==> config.mk <==
export PLATFORM = sky130hd
export DESIGN_NAME = instr_fetch_unit_flat
export DESIGN_NICKNAME = d
export VERILOG_FILES = /design/src/rtl/instr_fetch_if.sv /design/src/rtl/instr_fetch_unit.sv /design/src/flat_wrapper.sv
export SDC_FILE = /design/constraint.sdc
export NUM_CORES = 1
export LEC_CHECK = 0
export BUFFER_PORTS_ARGS = -buffer_cell sky130_fd_sc_hd__buf_2
export CAP_MARGIN = 20
export CORE_MARGIN = 2
export CORE_UTILIZATION = 50
export DETAILED_ROUTE_END_ITERATION = 6
export MAX_ROUTING_LAYER = met4
export PLACE_DENSITY = 0.87
export SYNTH_ARGS = -nofsm -noshare
export SYNTH_HDL_FRONTEND = slang
export SYNTH_SLANG_ARGS = --single-unit
==> constraint.sdc <==
create_clock -name clk -period 5.36 [get_ports clk]
set_input_delay 0.268 -clock clk [delete_from_list [all_inputs] [get_ports clk]]
set_output_delay 0.268 -clock clk [all_outputs]
set_load 0.02 [all_outputs]
==> src/rtl/instr_fetch_if.sv <==
// ---------------------------------------------------------------------------
// instr_fetch_if
// Bundles every signal of the instruction fetch stage except clk/reset.
//   Instruction memory side : imem_req, imem_addr (out), imem_gnt,
//                             imem_rvalid, imem_rdata (in)
//   Downstream side         : instr_valid, instr, op, funct, pc, pc_plus4,
//                             fetch_fault (out), instr_ready, redirect_valid,
//                             redirect_pc (in)
// modport master : the fetch unit itself
// modport slave  : the environment (memory + control/datapath)
// ---------------------------------------------------------------------------
interface instr_fetch_if;
    logic        imem_req;
    logic [31:0] imem_addr;
    logic        imem_gnt;
    logic        imem_rvalid;
    logic [31:0] imem_rdata;

    logic        instr_valid;
    logic [31:0] instr;
    logic [5:0]  op;
    logic [5:0]  funct;
    logic [31:0] pc;
    logic [31:0] pc_plus4;
    logic        instr_ready;
    logic        redirect_valid;
    logic [31:0] redirect_pc;
    logic        fetch_fault;

    modport master (
        output imem_req, imem_addr,
        input  imem_gnt, imem_rvalid, imem_rdata,
        output instr_valid, instr, op, funct, pc, pc_plus4, fetch_fault,
        input  instr_ready, redirect_valid, redirect_pc
    );

    modport slave (
        input  imem_req, imem_addr,
        output imem_gnt, imem_rvalid, imem_rdata,
        input  instr_valid, instr, op, funct, pc, pc_plus4, fetch_fault,
        output instr_ready, redirect_valid, redirect_pc
    );
endinterface

==> src/rtl/instr_fetch_unit.sv <==
// ---------------------------------------------------------------------------
// instr_fetch_unit
// Front-end fetch stage: holds the PC, fetches one 32-bit word at a time over
// a req/gnt/rvalid handshake, latches it into the instruction register and
// presents it (with op/funct/pc/pc_plus4) until the downstream consumes it.
//
// Ports
//   clk    : system clock, rising edge
//   reset  : asynchronous, active-high reset
//   bus    : instr_fetch_if.master (memory handshake + downstream signals)
//
// Parameter
//   RESET_PC : PC loaded on reset (word aligned)
//
// Optional feature macro: FETCH_ALIGN_CHECK_EN
//   defined   : a consumed redirect to a misaligned target sets the sticky
//               fetch_fault flag and parks the unit in S_HALT until reset.
//   undefined : redirect target bits [1:0] are simply cleared; fetch_fault
//               is constant 0 and S_HALT is unreachable.
// ---------------------------------------------------------------------------
module instr_fetch_unit #(
    parameter logic [31:0] RESET_PC = 32'h0000_0000
) (
    input  logic          clk,
    input  logic          reset,
    instr_fetch_if.master bus
);

    typedef enum logic [1:0] {
        S_REQ  = 2'd0,
        S_RESP = 2'd1,
        S_HOLD = 2'd2,
        S_HALT = 2'd3
    } state_t;

    state_t      state_q;
    logic [31:0] pc_q;
    logic [31:0] instr_q;
    logic        instr_valid_q;
    logic        req_q;
    logic        fault_q;

    logic [31:0] pc_plus4_d;
    logic [31:0] pc_d;
    logic        misaligned_redirect;

    assign pc_plus4_d = pc_q + 32'd4;

    // Redirect target is word aligned by clearing the low bits.
    assign pc_d = bus.redirect_valid ? (bus.redirect_pc & 32'hFFFF_FFFC)
                                     : pc_plus4_d;

`ifdef FETCH_ALIGN_CHECK_EN
    assign misaligned_redirect = bus.redirect_valid && (bus.redirect_pc[1:0] != 2'b00);
`else
    assign misaligned_redirect = 1'b0;
`endif

    // Single FSM block; every output flag is a register updated alongside
    // the state so the outputs never glitch.
    always_ff @(posedge clk or posedge reset) begin
        if (reset) begin
            state_q       <= S_REQ;
            pc_q          <= RESET_PC;
            instr_q       <= 32'h0000_0000;
            instr_valid_q <= 1'b0;
            // Resets high because the FSM comes out of reset in S_REQ;
            // the output gate below keeps imem_req low while reset is held.
            req_q         <= 1'b1;
            fault_q       <= 1'b0;
        end else begin
            case (state_q)
                S_REQ: begin
                    // Any rvalid seen here is a stale response from before a
                    // reset and is deliberately ignored.
                    if (bus.imem_gnt) begin
                        state_q <= S_RESP;
                        req_q   <= 1'b0;
                    end
                end
                S_RESP: begin
                    if (bus.imem_rvalid) begin
                        instr_q       <= bus.imem_rdata;
                        instr_valid_q <= 1'b1;
                        state_q       <= S_HOLD;
                    end
                end
                S_HOLD: begin
                    if (bus.instr_ready) begin
                        instr_valid_q <= 1'b0;
                        if (misaligned_redirect) begin
                            // pc is left untouched so it still names the
                            // instruction that produced the bad target.
                            fault_q <= 1'b1;
                            state_q <= S_HALT;
                        end else begin
                            pc_q    <= pc_d;
                            req_q   <= 1'b1;
                            state_q <= S_REQ;
                        end
                    end
                end
                S_HALT: begin
                    state_q <= S_HALT;
                end
                default: begin
                    state_q <= S_REQ;
                    req_q   <= 1'b1;
                end
            endcase
        end
    end

    assign bus.imem_req    = req_q & ~reset;
    assign bus.imem_addr   = pc_q;
    assign bus.instr_valid = instr_valid_q;
    assign bus.instr       = instr_q;
    assign bus.op          = instr_q[31:26];
    assign bus.funct       = instr_q[5:0];
    assign bus.pc          = pc_q;
    assign bus.pc_plus4    = pc_plus4_d;
    assign bus.fetch_fault = fault_q;

endmodule

==> src/flat_wrapper.sv <==
// flat-port wrapper written by rule: the top's interface ports become plain ports
module instr_fetch_unit_flat 
#(
    parameter logic [31:0] RESET_PC = 32'h0000_0000
)
  (clk, reset, bus_imem_req, bus_imem_addr, bus_imem_gnt, bus_imem_rvalid, bus_imem_rdata, bus_instr_valid, bus_instr, bus_op, bus_funct, bus_pc, bus_pc_plus4, bus_fetch_fault, bus_instr_ready, bus_redirect_valid, bus_redirect_pc);
  instr_fetch_if bus_i ();
  input  logic clk;
  input  logic reset;
  output wire logic [$bits(bus_i.imem_req)-1:0] bus_imem_req;
  output wire logic [$bits(bus_i.imem_addr)-1:0] bus_imem_addr;
  input wire logic [$bits(bus_i.imem_gnt)-1:0] bus_imem_gnt;
  input wire logic [$bits(bus_i.imem_rvalid)-1:0] bus_imem_rvalid;
  input wire logic [$bits(bus_i.imem_rdata)-1:0] bus_imem_rdata;
  output wire logic [$bits(bus_i.instr_valid)-1:0] bus_instr_valid;
  output wire logic [$bits(bus_i.instr)-1:0] bus_instr;
  output wire logic [$bits(bus_i.op)-1:0] bus_op;
  output wire logic [$bits(bus_i.funct)-1:0] bus_funct;
  output wire logic [$bits(bus_i.pc)-1:0] bus_pc;
  output wire logic [$bits(bus_i.pc_plus4)-1:0] bus_pc_plus4;
  output wire logic [$bits(bus_i.fetch_fault)-1:0] bus_fetch_fault;
  input wire logic [$bits(bus_i.instr_ready)-1:0] bus_instr_ready;
  input wire logic [$bits(bus_i.redirect_valid)-1:0] bus_redirect_valid;
  input wire logic [$bits(bus_i.redirect_pc)-1:0] bus_redirect_pc;
  assign bus_imem_req = bus_i.imem_req;
  assign bus_imem_addr = bus_i.imem_addr;
  assign bus_i.imem_gnt = bus_imem_gnt;
  assign bus_i.imem_rvalid = bus_imem_rvalid;
  assign bus_i.imem_rdata = bus_imem_rdata;
  assign bus_instr_valid = bus_i.instr_valid;
  assign bus_instr = bus_i.instr;
  assign bus_op = bus_i.op;
  assign bus_funct = bus_i.funct;
  assign bus_pc = bus_i.pc;
  assign bus_pc_plus4 = bus_i.pc_plus4;
  assign bus_fetch_fault = bus_i.fetch_fault;
  assign bus_i.instr_ready = bus_instr_ready;
  assign bus_i.redirect_valid = bus_redirect_valid;
  assign bus_i.redirect_pc = bus_redirect_pc;
  instr_fetch_unit #(.RESET_PC(RESET_PC)) u_core (.clk(clk), .reset(reset), .bus(bus_i));
endmodule
==> qor.txt, run 1 <==
clock buffer depth: 2
# diodes: 0
Final Skew: 0.01273 ns
CTS Buf Count: 9
TNS Setup: 0 ns
share of cells above drive strength 1: 0.4443
CTS H-Tree Depth: 3
flops & latches, synth: 66
Pre-Repair DR Iteration Count: 5
Vias: 3837
P_leak: 0.002888 uW
CTS root buf: clkbuf_8
Post-DP HPWL: 8084 um
async set-reset flop share out of synthesis: 1.000
final hold violations: 8
fin crit period: 2.965 ns
Pwr Density: 205.2 mW/mm^2
max cap viols: 0
Reg clk slew, reported paths: 0.08 ns
Die Span X: 95.60 um
hold_ws: -0.007258 ns
Post-synth EDFFs: 0
share of the synthesized area in the top cell type: 0.3877
first-pass GRT wire length: 16600 um
hold_buf cts: 0
CTS tree: done
actual slew at the worst max-slew pin: 0.7835 ns
filler-free cell count of the finished design: 706
maximum clock frequency: 0.3373 GHz
area delta synth->final: 24.57%
largest net degree at the start of global routing: 79
post-CTS sizing: 0
total power: 1073 uW
Clock Sinks: 66
Clock Latency Late Sink: 0.35 ns
# DRC: 0
WP buf/inv: 1
post-synthesis cell type count: 44
most frequent cells in the layout: 203 x buf_2, 65 x dfrtp_1, 32 x mux2_2
GRT overflow: 0
Final nets: 672
Startpoint Class: flip-flop
WP data required: 5.09 ns
CP arrival: 2.70 ns
Seq/Total Area, Yosys: 0.3940
Final setup viols: 0
post-route ant nets: 0
worst-case vdd ir drop: 0.1457 mV
status: finished with violations
Slew headroom: 0.4764
num ports: 213
DIE HEIGHT: 95.60 um
post-synth top area cell: dfrtp_1
HP Class: in -> async
Synth area leaders: dfrtp_1 39%, buf_4 8.8%, mux2_2 8.6%
Worst path max stage delay: 0.73 ns
Placer Congestion: 0.8504
Initial Util: 0.5132
final worst setup slack: 2.395 ns
vias in the first global route: 3355
failing checks: hold timing
std cell rows: 33
vias per cell: 5.435
GRT Util Overall: 0.2392
initial antenna violation count: 0
Crit path max-delay family: simple AND/OR/NAND/NOR gates
max-slew violation count: 0
critical path, cell by cell: ha_1, nand3_2, or4_1, nor3_1, xnor2_1, buf_2
Avg WL per Cell: 15.67 um
placed cells: 687
postcts setup bufs: 0
die area: 0.009139 mm^2
Mean Syn Cell Area: 9.406 um^2
unrepaired setup endpoints after global routing: no
Placement Setup Slack: 2.481 ns
critical path capture point type: output port
DRT Wirelength: 11070 um
area of the mapped netlist: 0.004195 mm^2
Crit-path slowest cell: or4_1
Post-Syn Instances: 446
Yosys warning count: 0
period utilization: 0.5531
CP Class: reg -> out
Main synth FF type: dfrtp_1
Buffers on Ports: 203
core area: 0.008175 mm^2
worst-path maximum fanout: 7
Initial DRC Count: 225
leading cell type in the layout, fill and taps excluded: buf_2
per-layer routing:
layer	part of all wire	global-route usage	vias up	wire length, um
met5	0	-	-	0
met4	0.0088	0.05357	0	97
met3	0.087	0.05296	14	968
met2	0.51	0.4068	187	5614
met1	0.40	0.2916	1804	4385
li1	-	-	1832	-
synth_stat cells (12+ instances only):
cell type,n
nand2_1,20
mux2_2,32
dfrtp_1,65
a21oi_1,22
nor3_1,22
xnor2_1,18
buf_4,49
clkbuf_1,17
inv_1,20
nand4_1,13
o21ai_0,15
nand3_1,12
and3_1,24
nor2_1,16
sequential cells by signal, summed over array words and instances, names as in the netlist:
signal,cells
u_core.bus.imem_addr,30
u_core.bus.instr,32
u_core.bus.instr_valid,1
u_core.req_q,1
u_core.state_q,2
final cells by class:
| cell class | instances | area [um^2] |
|---|---|---|
| clock buffers | 9 | 123.9 |
| fillers | 725 | 2949 |
| repair buffers | 210 | 1096 |
| multi-input cells | 289 | 2022 |
| inverters | 20 | 75.07 |
| flip-flops and latches | 66 | 1653 |
| clock inverters | 7 | 125.1 |
| well taps | 105 | 131.4 |
per-stage QoR:
stage / area (um^2) / utilization
after detailed placement: 4927 / 0.6027
after global routing: 5226 / 0.6393
after floorplan: 4218 / -
final: 5226 / 0.6393
after CTS: 5176 / 0.6332
after global placement: 4927 / 0.6027
worst paths after layout:
path,startpoint,to,slack (ns),cells after the start
setup reg to reg,u_core.state_q[0],u_core.bus.imem_addr[15],2.88,7
hold / removal,reset,u_core.bus.imem_addr[24],-0.007,2
setup / recovery,u_core.bus.imem_addr[2],bus_pc_plus4[24],2.40,6
min in group clk,bus_imem_rdata[14],u_core.bus.instr[14],0.16,2
max in group asynchronous,reset,u_core.bus.instr[9],4.46,3
hold reg to reg,u_core.bus.instr[15],u_core.bus.instr[15],0.50,1
cells by family (layout without fill, tap and decap cells):
family | after synthesis | in the layout | synth area share
and+or+nand+nor | 140 | 140 | 0.1876
AOI/OAI and AO/OA | 74 | 74 | 0.1178
buffers and inverters | 97 | 246 | 0.1324
adders and majority gates | 6 | 6 | 0.01789
other | 1 | 7 | 0.0008939
xor gates and xnor gates | 27 | 27 | 0.05637
DFF | 66 | 66 | 0.3940
muxes | 35 | 35 | 0.09305
worst register-to-register path: cells and delay by family, from the launching register on:
kind            cells  cell delay [ns]
compound gates      1             0.31
fa+ha+maj           1             0.29
buf+inv             2             0.48
flops               1             0.41
simple gates        3             0.88
report_power, final:
part	total, uW	switching [uW]	leakage, uW	internal (uW)
Clock	519	206	0.000124	313
Combinational	55.6	32.9	0.00191	22.7
Sequential	498	0.000000230	0.000851	498
Total	1070	239	0.00289	833
No activity file was read; power rests on OpenSTA's default activity.
==> inputs of run 2 (changes only) <==
CORE_UTILIZATION = 42   (was 50)
PLACE_DENSITY = 0.78   (was 0.87)
clock period = 2.5 ns   (was 5.36 ns; I/O delays follow)
==> run 2 against run 1 <==
  * The run now ends clean
  * Via count is 2.3% higher
  * Utilization is 7.4 points lower
  * Hold slack better by 0.029 ns
  * Sequential share of layout area is 1.4 points lower
  * Final area is 5.3% higher
  * Sequential power is 110% higher
  * Die area is 18% higher
  * Count of clock-buffer cells in the layout is 2 higher
  * Global-route usage is 2.5 points lower
  * Combinational power is 150% higher
  * Total power is 99% higher
  * Wire length is 5.8% higher
  * Largest power group is now registers
==> qor.txt, run 2 (same netlist as run 1, synthesis figures left out) <==
TNS Setup: 0 ns (unchanged)
DIE HEIGHT: 103.9 um (+8.7%)
maximum clock frequency: 0.4196 GHz
Die Span X: 103.9 um (+8.7%)
CTS root buf: clkbuf_8
period utilization: 0.9532
Buffers on Ports: 203 (unchanged)
Clock Latency Late Sink: 0.35 ns (about the same)
post-route ant nets: 0 (unchanged)
status: finished clean
initial antenna violation count: 3 (+3)
Worst path max stage delay: 0.62 ns (-0.11 ns)
hold_sp: bus_imem_rdata[12]
GRT overflow: 0 (unchanged)
Vias: 3926 (+2.3%)
core area: 0.009729 mm^2 (+19%)
Slew headroom: 0.4584 (-0.01796)
critical path, cell by cell: ha_2, nand3_2, or4_4, nor2_1, xor2_1, buf_2
Clock Sinks: 66 (unchanged)
multi-input logic area: 0.002062 mm^2 (+2.0%)
CTS Buf Count: 9 (unchanged)
most frequent cells in the layout: 202 x buf_2, 57 x dfrtp_1, 32 x mux2_2
largest net degree at the start of global routing: 42 (-47%)
# DRC: 0 (unchanged)
die area: 0.01080 mm^2 (+18%)
Placer Congestion: 0.8711 (+2.4%)
FF-to-FF Start: u_core.bus.imem_addr[3]
Critical path origin: u_core.bus.imem_addr[3]
critical path capture point type: output port
max-slew violation count: 0 (unchanged)
vias in the first global route: 3598 (+7.2%)
area delta synth->final: 31.17%
Placement Setup Slack: 0.1945 ns (-2.286 ns)
std cell rows: 36 (+9.1%)
actual slew at the worst max-slew pin: 0.8112 ns (+0.02766 ns)
Pwr Density: 388.1 mW/mm^2 (+89%)
Post-DP HPWL: 8419 um (+4.1%)
Initial Util: 0.4312 (-0.08196)
num ports: 213 (unchanged)
P_leak: 0.002986 uW (+3.4%)
DRT Wirelength: 11710 um (+5.8%)
worst-path maximum fanout: 5 (-2)
clock buffer depth: 2 (unchanged)
unrepaired setup endpoints after global routing: no
Final nets: 698 (+3.9%)
Initial DRC Count: 300 (+33%)
leading cell type in the layout, fill and taps excluded: buf_2
Final setup viols: 0 (unchanged)
vias per cell: 5.145 (-5.3%)
WP data required: 2.38 ns (-2.71 ns)
Final Skew: 0.02247 ns (+0.009739 ns)
fillcell total: 864 (+19%)
storage element area: 0.001663 mm^2 (+0.61%)
GRT Util Overall: 0.2138 (-0.02545)
Pre-Repair DR Iteration Count: 4 (-1)
max reg flops: 32 (unchanged)
CP Class: reg -> out
worst-case vdd ir drop: 0.2099 mV (+44%)
Startpoint Class: flip-flop
final worst setup slack: 0.1169 ns (-2.279 ns)
share of cells above drive strength 1: 0.4721 (+0.02783)
max cap viols: 0 (unchanged)
fin crit period: 2.383 ns
CTS tree: done
first-pass GRT wire length: 18290 um (+10%)
final hold violations: 0 (-8)
Reg clk slew, reported paths: 0.07 ns (about the same)
Avg WL per Cell: 15.35 um (-2.1%)
Crit-path slowest cell: or4_4
HP Class: in -> reg
CP arrival: 2.26 ns (-0.44 ns)
CTS H-Tree Depth: 3 (unchanged)
==> run 2: cell types whose count changed in the layout (fill, tap and decap cells not counted), sizes merged <==
cell / change
clkbuf: +2
clkinv: -2
dlygate4sd3: +12
clkinvlp: +2
bufinv: -2
clkdlybuf4s15: +1
diode: +3
buf: +13
==> run 2: routing by layer <==
metal	share of wire	up-vias	track usage	wire (um)
met5	0	-	-	0
met4	0.011	0	0.06467	129
met3	0.065	12	0.04574	759
met2	0.50	161	0.3543	5857
met1	0.42	1859	0.2632	4963
li1	-	1894	-	-
==> run 2: critical path: cells and delay by family, from the launching register on <==
family / cells / cell delay, ns
xor+xnor: 1 / 0.20
fa+ha+maj: 1 / 0.21
buf+inv: 1 / 0.20
flops: 1 / 0.39
simple gates: 3 / 0.91
==> run 2: worst paths after layout <==
check                                           endpoint  slack, ns  cells past startpoint
worst max-delay path                    bus_pc_plus4[30]       0.12                      6
worst min-delay path                u_core.bus.instr[12]       0.02                      2
worst max register to register  u_core.bus.imem_addr[16]       0.33                      6
worst min register to register      u_core.bus.instr[19]       0.51                      1
max in group asynchronous           u_core.bus.instr[24]       1.37                      4
min in group asynchronous       u_core.bus.imem_addr[24]       0.48                      3
==> run 2: repair_timing <==
action                                  4_1_cts  5_1_grt
hold buffers                                 11        1
gates resized for setup                       5       14
endpoints found under the setup margin        4       11
pin swaps                                     1        4
setup buffers                                 0        4
hold endpoints to repair                     43        1
cloned                                        0        1
==> run 2: power breakdown <==
group | internal, uW | switching (uW) | total (uW)
clock | 493 | 437 | 930
combinational | 64.0 | 74.4 | 138
sequential | 1070 | 0.000000450 | 1070
total | 1620 | 511 | 2140
==> run 2: layout make-up <==
cell class / instances / area share
Inverter: 20 / 0.01364
Multi-Input combinational cell: 289 / 0.3747
Sequential cell: 66 / 0.3022
Clock inverter: 5 / 0.01137
Clock buffer: 11 / 0.02569
Tap cell: 133 / 0.03024
Timing Repair Buffer: 236 / 0.2408
Antenna cell: 3 / 0.001364
==> run 2: per-stage QoR <==
stage               area [um^2]  instances  hold WS [ns]  utilization  power, uW
floorplan                  4218        452        0.2755            -       1150
global placement           5077        727        0.3479       0.5219       1208
detailed placement         5077        727        0.3544       0.5219       1212
CTS                        5406        754      0.002285       0.5557       2167
global route               5503        763      0.002037       0.5656       2223
finish                     5503        763       0.02146       0.5656       2135
